$ cat src/rtl/ppg_dg412_drive_mc.sv
// ppg_dg412_drive_mc: multi-channel complementary DG412 switch driver.
// Each channel turns cki[i] into the non-overlapping pair ckop[i]/ckon[i].
// It inserts an independent rising deadtime (tdt_r) and falling deadtime (tdt_f).
// An input glitch inside a deadtime aborts back to the previously driven output.
// A sticky fault kills all outputs until arm is dropped and raised again.
module ppg_dg412_drive_mc #(
    parameter int NCH   = 4,
    parameter int WIDTH = 4
) (
    input  logic             clk_fast,
    input  logic             rstn,
    input  logic             arm,
    input  logic             fault,
    input  logic [NCH-1:0]   cki,
    input  logic [WIDTH-1:0] tdt_r,
    input  logic [WIDTH-1:0] tdt_f,
    output logic [NCH-1:0]   ckop,
    output logic [NCH-1:0]   ckon,
    output logic             armed,
    output logic             faulted
);

    typedef enum logic [1:0] {
        S_LOW  = 2'd0,
        S_DTR  = 2'd1,
        S_HIGH = 2'd2,
        S_DTF  = 2'd3
    } state_t;

    logic arm_r;
    logic fault_r;
    logic en;

    assign en      = arm_r & ~fault_r;
    assign armed   = en;
    assign faulted = fault_r;

    // Register arm; latch fault while armed, clear it only once arm_r has dropped.
    always_ff @(posedge clk_fast or negedge rstn) begin
        if (!rstn) begin
            arm_r   <= 1'b0;
            fault_r <= 1'b0;
        end else begin
            arm_r <= arm;
            if (fault && arm_r) begin
                fault_r <= 1'b1;
            end else if (!arm_r) begin
                fault_r <= 1'b0;
            end
        end
    end

    genvar g;
    for (g = 0; g < NCH; g++) begin : g_ch
        state_t           st;
        logic [WIDTH-1:0] cnt;

        // Per-channel deadtime FSM; deadtimes are captured only on entry to a deadtime state.
        always_ff @(posedge clk_fast or negedge rstn) begin
            if (!rstn) begin
                st  <= S_LOW;
                cnt <= '0;
            end else if (!en) begin
                st  <= S_LOW;
                cnt <= '0;
            end else begin
                case (st)
                    S_LOW: begin
                        if (cki[g]) begin
                            if (tdt_r == '0) begin
                                st <= S_HIGH;
                            end else begin
                                st  <= S_DTR;
                                cnt <= tdt_r;
                            end
                        end
                    end
                    S_DTR: begin
                        if (!cki[g]) begin
                            // Glitch: return to the side that was last driven.
                            st  <= S_LOW;
                            cnt <= '0;
                        end else begin
                            if (cnt == WIDTH'(1)) begin
                                st <= S_HIGH;
                            end
                            cnt <= cnt - 1'b1;
                        end
                    end
                    S_HIGH: begin
                        if (!cki[g]) begin
                            if (tdt_f == '0) begin
                                st <= S_LOW;
                            end else begin
                                st  <= S_DTF;
                                cnt <= tdt_f;
                            end
                        end
                    end
                    S_DTF: begin
                        if (cki[g]) begin
                            st  <= S_HIGH;
                            cnt <= '0;
                        end else begin
                            if (cnt == WIDTH'(1)) begin
                                st <= S_LOW;
                            end
                            cnt <= cnt - 1'b1;
                        end
                    end
                    default: begin
                        st  <= S_LOW;
                        cnt <= '0;
                    end
                endcase
            end
        end

        // Drives decode straight from state, so both are low during any deadtime.
        assign ckop[g] = (st == S_HIGH) & en;
        assign ckon[g] = (st == S_LOW) & en;
    end

endmodule

$ cat config.mk
export PLATFORM = sky130hd
export DESIGN_NAME = ppg_dg412_drive_mc
export DESIGN_NICKNAME = d
export VERILOG_FILES = /design/src/rtl/ppg_dg412_drive_mc.sv
export SDC_FILE = /design/constraint.sdc
export NUM_CORES = 1
export LEC_CHECK = 0
export ABC_AREA = 1
export BUFFER_PORTS_ARGS = -buffer_cell sky130_fd_sc_hd__buf_4
export CORE_MARGIN = 5
export CORE_UTILIZATION = 53
export CTS_BUF_LIST = sky130_fd_sc_hd__clkbuf_16
export DETAILED_ROUTE_END_ITERATION = 8
export PLACE_DENSITY = 0.77
export RECOVER_POWER = 25
export SYNTH_ARGS = -nofsm -noshare
export SYNTH_HDL_FRONTEND = slang
export SYNTH_SLANG_ARGS = --single-unit
$ cat constraint.sdc
create_clock -name clk_fast -period 1.4 [get_ports clk_fast]
set_clock_uncertainty 0.15 [all_clocks]
set_input_delay 0.21 -clock clk_fast [delete_from_list [all_inputs] [get_ports clk_fast]]
set_output_delay 0.21 -clock clk_fast [all_outputs]
set_load 0.02 [all_outputs]
---- Yosys cells after proc, flatten, opt, wreduce, memory -nomap -nowiden ----
Cells that the tools add are included.
word-level totals
  output and inout port bits .............. 10
  word-level logic and storage cells ...... 142
  register bits after elaboration ......... 26
operators by class
  bitwise logic cells ..................... 10
  equal/unequal tests ..................... 41
  add/sub/neg operators ................... 4
  reductions and logical operators ........ 15
  mux-type cells .......................... 62
operators by type and width
  cell                                                                     count
  4-bit two-way mux                                                        22
  4-bit one-hot mux with 4 select lines                                    4
  2-bit two-way mux                                                        30
  3-bit inequality test, second input constant                             16
  4-bit inequality test, second input constant                             8
  2-bit one-hot mux with 4 select lines                                    4
  4-bit AND reduction                                                      8
  2-bit equality test, second input constant                               8
  4-bit by 1-bit equality test with 1-bit output, second input constant    4
  4-bit by 1-bit subtractor with 4-bit output, second input constant       4
  1-bit AND                                                                9
  2-bit by 1-bit equality test with 1-bit output, second input constant    4
  2-bit zero test                                                          4
  4-bit zero test                                                          2
  1-bit two-way mux                                                        2
  2-bit by 1-bit inequality test with 1-bit output, second input constant  1
  1-bit logical AND                                                        1
  1-bit NOT                                                                1

---- Longest topological paths before layout ----
Gate-level depths: netlist of run 1.
  word-level depth ........................ 5
  depth in mapped cells ................... 9
  gate-level depth less buffers ........... 9

---- Least setup slack after synthesis of run 1 ----
No wires, ideal clock.
  kind .................................... register to register
  start ................................... register fault_r (netlist: faulted)
  end ..................................... register g_ch[3].cnt[3]
  path buffers ............................ 1
  setup time .............................. 117 ps
  data arrival time ....................... 1445 ps
  slack ................................... -312 ps
  stages on the path, launching flop included .. 10
  required time ........................... 1133 ps
  cells stage by stage .................... dfrtp_1 -> inv_1 -> nand2_2 -> buf_8 -> nor3_2 -> nand2_1 -> inv_1 -> nor2_4 -> nand3_1 -> nand2_1
on the way
  cells in the longest elaborated chain, start to end .. 4
RTL lines
  item                                    RTL line  RTL
  start, declared                         31        logic fault_r;
  start signal, assigned                  42        fault_r <= 1'b0;
  start signal, assigned                  46        fault_r <= 1'b1;
  start signal, assigned                  48        fault_r <= 1'b0;
  1-bit NOT (*)                           34        assign en = arm_r & ~fault_r;
  1-bit AND (*)                           34
  3-bit inequality test (no source line)  n/a
  4-bit AND reduction (no source line)    n/a
  end signal, assigned                    74        cnt <= tdt_r;
  end signal, assigned                    87        cnt <= cnt - 1'b1;
  end signal, assigned                    96        cnt <= tdt_f;
  end, declared                           56        logic [WIDTH-1:0] cnt;
Mark *: on every way between the ends. The rest lies on a longest branch, timed or not.
A chain may end at the register's enable or synchronous reset.

---- Final worst setup path of run 1 ----
  start ................................... register g_ch[3].st[1]
  end ..................................... output port ckon[3]
on the way
  cells in the longest elaborated chain, start to end .. 2
RTL lines
  item                    RTL line  RTL
  start, declared         55        state_t st;
  start signal, assigned  61        st <= S_LOW;
  start signal, assigned  64        st <= S_LOW;
  start signal, assigned  71        st <= S_HIGH;
  2-bit zero test         121       assign ckon[g] = (st == S_LOW) & en;
  1-bit AND               121
  end, declared           18        output logic [NCH-1:0] ckon,
No other way between the ends.

==> metrics.csv, run 1 <==
stage;metric;value;unit
status;status;finished with violations;
status;violated checks;setup timing;
global_routing;largest net degree at the start of global routing;27;
logic_synthesis;Compound-Gate Fraction of Synth Area;0.145;
logic_synthesis;largest family of logic cells by synthesized area;simple AND/OR/NAND/NOR gates;
global_routing;first-pass GRT wire length;10900;um
route;DRT Wirelength;7100;um
layout;fraction of layout instances using a drive strength above 1;0.386;
clocking;Worst-path clk slew;70;ps
clocking;CTS root buffer;clkbuf_16;
placement;gpl congestion;0.899;
setup_path;Worst setup endpoint;ckon[3];
setup_path;R2R setup slack;-200;ps
setup_path;reg2reg end;g_ch[3].cnt[2];
route;DRT Pass-1 Iters;7;
clocking;Num Clock Sinks;26;
setup_path;CP Max Fanout;4;
setup_path;Crit Path Class;flop to output pin;
sta;max-slew violations;0;
layout;area delta synth->final;46.9;%
global_routing;vias in the first global route;2468;
logic_synthesis;Distinct cells, synth;26;
global_routing;residual overflow from global routing;0;
logic_synthesis;synthesized instance count;325;
setup_path;FF-to-FF Start;faulted;
setup_path;R2R depth;9;
route;Final ANT Viol Nets;0;
placement;Setup WS pre-CTS;-71.0;ps
route;drt wl/cell;15.3;um
route;Via-to-Cell Ratio;5.60;
power;Power Density;1060;mW/mm2
sta;setup TNS;-3980;ps
power;leakage power;1.65;nW
sta;Finish-stage setup viols;28;
layout;leading cell type in the layout, fill and taps excluded;nand2_1;
clocking;clock buffer depth;2;
setup_path;WP data required;1040;ps
logic_synthesis;adder-cell share of the synthesized area;0.0460;
global_routing;grt met1 use;0.320;
layout;most frequent cells in the layout;nand2_1 (93), buf_4 (68), inv_1 (33);
sta;Worst Tran Pin Value;680;ps
sta;Hold Fails Final Rpt;0;
global_routing;antenna violations before repair;0;
clocking;CTS Buf Count;3;
placement;DPL Wire Length;4670;um
power;maximum vdd drop;0.676;mV
logic_synthesis;Post-Synth XOR/XNOR Area;0.0242;
global_routing;GR met2 Demand/Resource;0.446;
logic_synthesis;register area share after synthesis;0.299;
placement;port buffer count;25;
route;DRC;0;
clocking;Worst-Skew Late Latency;260;ps
clocking;H-tree Lvls;1;
logic_synthesis;Synth Warn #;0;
clocking;CTS tree;yes;
floorplanning;row count;23;
sta;Final WS setup;-266;ps
floorplanning;Initial Util;0.544;
sta;RSZ-0062 raised after global routing;true;
setup_path;crit end category;output pin;
logic_synthesis;Yosys reg bits;26;
logic_synthesis;post-synthesis mux area share;0;
sta;relative slew slack;0.547;
sta;min Tclk post-route;1670;ps
min_path;Hold WC Path Type;input pin to flop;
global_routing;GR Util met3;0.0324;
floorplanning;total core area;0.00400;mm2
layout;# nets final;440;
floorplanning;Die Wd;74.1;um
setup_path;Crit. Startpoint;g_ch[3].st[1];
setup_path;Worst setup SP type;flop;
floorplanning;IO Count;26;
logic_synthesis;syn_area_per_cell;6.69;um2
logic_synthesis;Synth Cell Area;0.00218;mm2
route;drt first-iter violations;277;
logic_synthesis;Mapped Nets;349;
floorplanning;Die Ht;74.1;um
run;Max Cap Violations;0;
sta;Max Clock Freq;0.600;GHz
logic_synthesis;Synth Area in Simple Gates;0.379;
setup_path;Worst EP arrival;1310;ps
floorplanning;Die Footprint;0.00549;mm2
layout;Fill cells;250;
global_routing;GRT Total Usage;0.255;
layout;antenna diode count;0;
route;via count;2605;
sta;crit share post-route;1.19;
global_routing;global routing's busiest layer;met2;
[cells in the mapped netlist]
master / count / area, um2
nand2_1: 99 / 372
inv_1: 35 / 131
o21ai_0: 33 / 165
nand3_1: 27 / 135
dfrtp_1: 26 / 651
a21oi_1: 18 / 90.1
nor2_1: 15 / 56.3
inv_2: 14 / 52.6
o21ai_1: 9 / 45.0
ha_1: 8 / 100
nand2_2: 7 / 43.8
nor2_2: 7 / 43.8
nand3_4: 4 / 70.1
nor2_4: 4 / 45.0
xnor2_1: 4 / 35.0
buf_4: 3 / 22.5
nand4_1: 2 / 12.5
xor2_1: 2 / 17.5
a22oi_1: 1 / 7.51
buf_6: 1 / 11.3
buf_8: 1 / 15.0
nand3b_1: 1 / 7.51
nand4_2: 1 / 12.5
nor3_2: 1 / 10.0
nor3_4: 1 / 16.3
o21a_1: 1 / 7.51
[cells by family (layout without fill, tap and decap cells)]
kind of cell / count (synthesis) / in the layout
simple gates: 169 / 169
fa+ha+maj: 8 / 8
buf+inv: 54 / 144
flops: 26 / 26
xor+xnor: 6 / 6
compound gates: 62 / 62
[state kept, by name, summed over array words and instances, names as in the netlist]
| register | cells |
|---|---|
| g_ch.cnt | 16 |
| g_ch.st | 8 |
| arm_r | 1 |
| faulted | 1 |
[worst min-delay path by stage]
stage | to | start | cells past startpoint | slack, ps
4_1_cts | faulted | fault | 2 | 20
3_3_place_gp | g_ch[3].cnt[1] | rstn | 1 | -10
6_report | faulted | fault | 2 | 10
5_1_grt | faulted | fault | 2 | 10
3_5_place_dp | g_ch[3].cnt[0] | rstn | 1 | -10
2_1_floorplan | arm_r | rstn | 0 | -240
[per-layer routing]
metal | share of wire | up-vias
met1 | 0.40 | 1215
li1 | - | 1223
met2 | 0.49 | 139
met4 | 0.028 | 0
met5 | 0 | -
met3 | 0.080 | 28
[stage by stage]
step                      std cells  power, W  hold WS [ps]  utilization  area, um2
after floorplan                 325   0.00191          -236            -       2230
after global placement          443   0.00239         -12.0        0.697       2790
after detailed placement        443   0.00243         -10.1        0.697       2790
after CTS                       460   0.00322          17.3        0.769       3080
after global routing            465   0.00359          11.2        0.799       3200
final                           465   0.00338          9.81        0.799       3200
[worst max-delay path, cell delays in order (launching register included)]
cell,delay [ps]
dfrtp_1,430
nor2_2,170
inv_2,90
nor2_4,150
buf_6,110
buf_6,100
[layout make-up]
class / count / area, um2 / share of cell area
repair buffers: 91 / 757 / 0.237
inverters: 49 / 191 / 0.0599
multi-input cells: 245 / 1450 / 0.454
flip-flops and latches: 26 / 656 / 0.205
well taps: 50 / 62.6 / 0.0196
clock inverters: 1 / 3.75 / 0.00117
clock buffers: 3 / 75.1 / 0.0235
[repair_timing]
| action | in CTS | in global routing |
|---|---|---|
| hold endpoints to repair | 27 | 0 |
| setup buffers | 11 | 7 |
| setup endpoints to repair | 29 | 33 |
| pin swaps | 16 | 14 |
| resized for setup | 30 | 25 |
| hold buffers | 2 | 0 |
[where the power goes]
part	internal, W	switching, W
sequential	0.000874	0.000133
combinational	0.000752	0.000972
clock	0.000383	0.000265
total	0.00201	0.00137
Power figures use the tool's default switching activity.
==> inputs of run 2 (changes only) <==
==> constraint.sdc (replaced) <==
create_clock -name clk_fast -period 1.4 [get_ports clk_fast]
set_clock_uncertainty 0.15 [all_clocks]
set_input_delay 0.14 -clock clk_fast [delete_from_list [all_inputs] [get_ports clk_fast]]
set_output_delay 0.14 -clock clk_fast [all_outputs]
set_load 0.02 [all_outputs]
==> run 2 against run 1 <==
Die area stayed put; the flow still finishes with violations (setup timing); non-clock buffer count is 3 lower; final area is 0.47% higher; setup slack hardly changed; register-to-register slack worse by 30 ps; maximum frequency hardly changed; largest cell class unchanged; global-route usage hardly changed; first-iteration DRC count is 3.6% lower; flip-flop and latch count stayed put; clock power is 2% higher; combinational power is 2% lower.
==> metrics.csv, run 2 (same netlist as run 1, synthesis figures left out) <==
stage;metric;value;unit
clocking;CTS tree;yes;
layout;# nets final;437;
clocking;CTS Buf Count;3;
sta;Finish-stage setup viols;32;
status;violated checks;setup timing;
floorplanning;Die Ht;74.1;um
floorplanning;Initial Util;0.544;
sta;max-slew violations;0;
clocking;CTS root buffer;clkbuf_16;
layout;Reg with most FFs;g_ch.cnt;
layout;Final Instance Area;0.00321;mm2
route;DRC;0;
route;via count;2616;
layout;leading cell type in the layout, fill and taps excluded;nand2_1;
sta;crit share post-route;1.19;
sta;Hold Fails Final Rpt;0;
global_routing;GRT Total Usage;0.254;
placement;port buffer count;25;
clocking;Worst-path clk slew;70;ps
route;Final ANT Viol Nets;0;
sta;Worst Tran Pin Value;680;ps
layout;Top Registers;g_ch.cnt (16), g_ch.st (8);
setup_path;Worst EP arrival;1380;ps
setup_path;FF-to-FF Start;faulted;
placement;Setup WS pre-CTS;-54.0;ps
layout;fraction of layout instances using a drive strength above 1;0.386;
global_routing;residual overflow from global routing;0;
floorplanning;Die Footprint;0.00549;mm2
power;Power Density;1050;mW/mm2
clocking;Worst-Skew Late Latency;260;ps
clocking;clock buffer depth;2;
min_path;worst hold stages;5;
sta;relative slew slack;0.547;
setup_path;crit end category;output pin;
route;drt first-iter violations;267;
min_path;hold endpoint;g_ch[1].st[1];
setup_path;Worst setup SP type;flop;
power;maximum vdd drop;0.621;mV
layout;area delta synth->final;47.6;%
setup_path;CP Max Fanout;4;
global_routing;antenna violations before repair;0;
sta;Max Clock Freq;0.600;GHz
run;Max Cap Violations;0;
power;Design Power;0.00336;W
setup_path;WP data required;1110;ps
sta;min Tclk post-route;1670;ps
global_routing;first-pass GRT wire length;11000;um
sta;Final WS setup;-266;ps
setup_path;Crit Path Class;flop to output pin;
layout;max FFs per register;16;
placement;area post-placement;0.00276;mm2
layout;post-layout util;0.803;
route;drt wl/cell;16.2;um
floorplanning;IO Count;26;
route;DRT Pass-1 Iters;5;
sta;setup TNS;-4230;ps
setup_path;R2R setup slack;-230;ps
sta;RSZ-0062 raised after global routing;true;
clocking;H-tree Lvls;1;
route;Via-to-Cell Ratio;5.66;
layout;most frequent cells in the layout;nand2_1 (91), buf_4 (57), inv_1 (33);
placement;gpl congestion;0.923;
setup_path;R2R depth;11;
layout;antenna diode count;0;
clocking;Num Clock Sinks;26;
min_path;Hold WC Path Type;input pin to flop;
placement;DPL Wire Length;4560;um
global_routing;vias in the first global route;2515;
setup_path;reg2reg end;g_ch[3].cnt[0];
route;DRT Wirelength;7480;um
power;leakage power;1.68;nW
floorplanning;total core area;0.00400;mm2
floorplanning;row count;23;
floorplanning;Die Wd;74.1;um
layout;Fill cells;255;
global_routing;largest net degree at the start of global routing;27;
min_path;min-delay src;cki[1];
status;status;finished with violations;
==> run 2: cell type report <==
cell class	instances	area [um2]	share of cell area
tap	50	62.6	0.0195
sequential	26	658	0.205
clock buffer	3	75.1	0.0234
multi-input combinational	245	1440	0.449
clock inverter	1	3.75	0.00117
inverter	49	196	0.0612
timing repair buffer	88	772	0.240
==> run 2: where the power goes <==
part	total (W)	switching [W]	internal (W)
sequential	0.00102	0.000140	0.000876
combinational	0.00168	0.000970	0.000714
clock	0.000662	0.000279	0.000383
total	0.00336	0.00139	0.00197
==> run 2: repair_timing <==
item / CTS / global route
resized for setup: 39 / 26
hold buffers: 3 / 0
setup buffers: 14 / 3
hold endpoints to repair: 28 / 0
pin swaps: 18 / 12
gates cloned: 0 / 0
endpoints found under the setup margin: 28 / 32
==> run 2: worst max-delay path by stage <==
| stage | startpoint | endpoint | slack [ps] | depth (start not counted) |
|---|---|---|---|---|
| 6_report | faulted | ckon[3] | -270 | 7 |
| 5_1_grt | faulted | ckon[3] | -310 | 7 |
| 4_1_cts | faulted | ckop[3] | -270 | 6 |
| 3_5_place_dp | faulted | g_ch[0].cnt[3] | -50 | 8 |
| 3_3_place_gp | faulted | g_ch[3].cnt[3] | -30 | 9 |
| 2_1_floorplan | faulted | g_ch[0].cnt[3] | -180 | 9 |
==> run 2: metal layers <==
layer | vias to the layer above | global-route usage | routed length (um)
li1 | 1212 | - | -
met1 | 1238 | 0.323 | 2860
met2 | 135 | 0.449 | 3790
met3 | 31 | 0.0270 | 584
met4 | 0 | 0.0865 | 237
met5 | - | 0 | 0
==> run 2: worst max-delay path, stage by stage, from the launching register on <==
cell     delay [ps]
dfrtp_2         420
inv_2            70
nand2_4          60
buf_6           130
buf_6           110
nor2_4          110
buf_6           100
buf_6           100
==> run 2: stage by stage <==
step           hold WS (ps)  cells
2_1_floorplan          -306    325
3_3_place_gp          -81.5    438
3_5_place_dp          -78.1    438
4_1_cts                 107    459
5_1_grt                 148    462
6_report                128    462
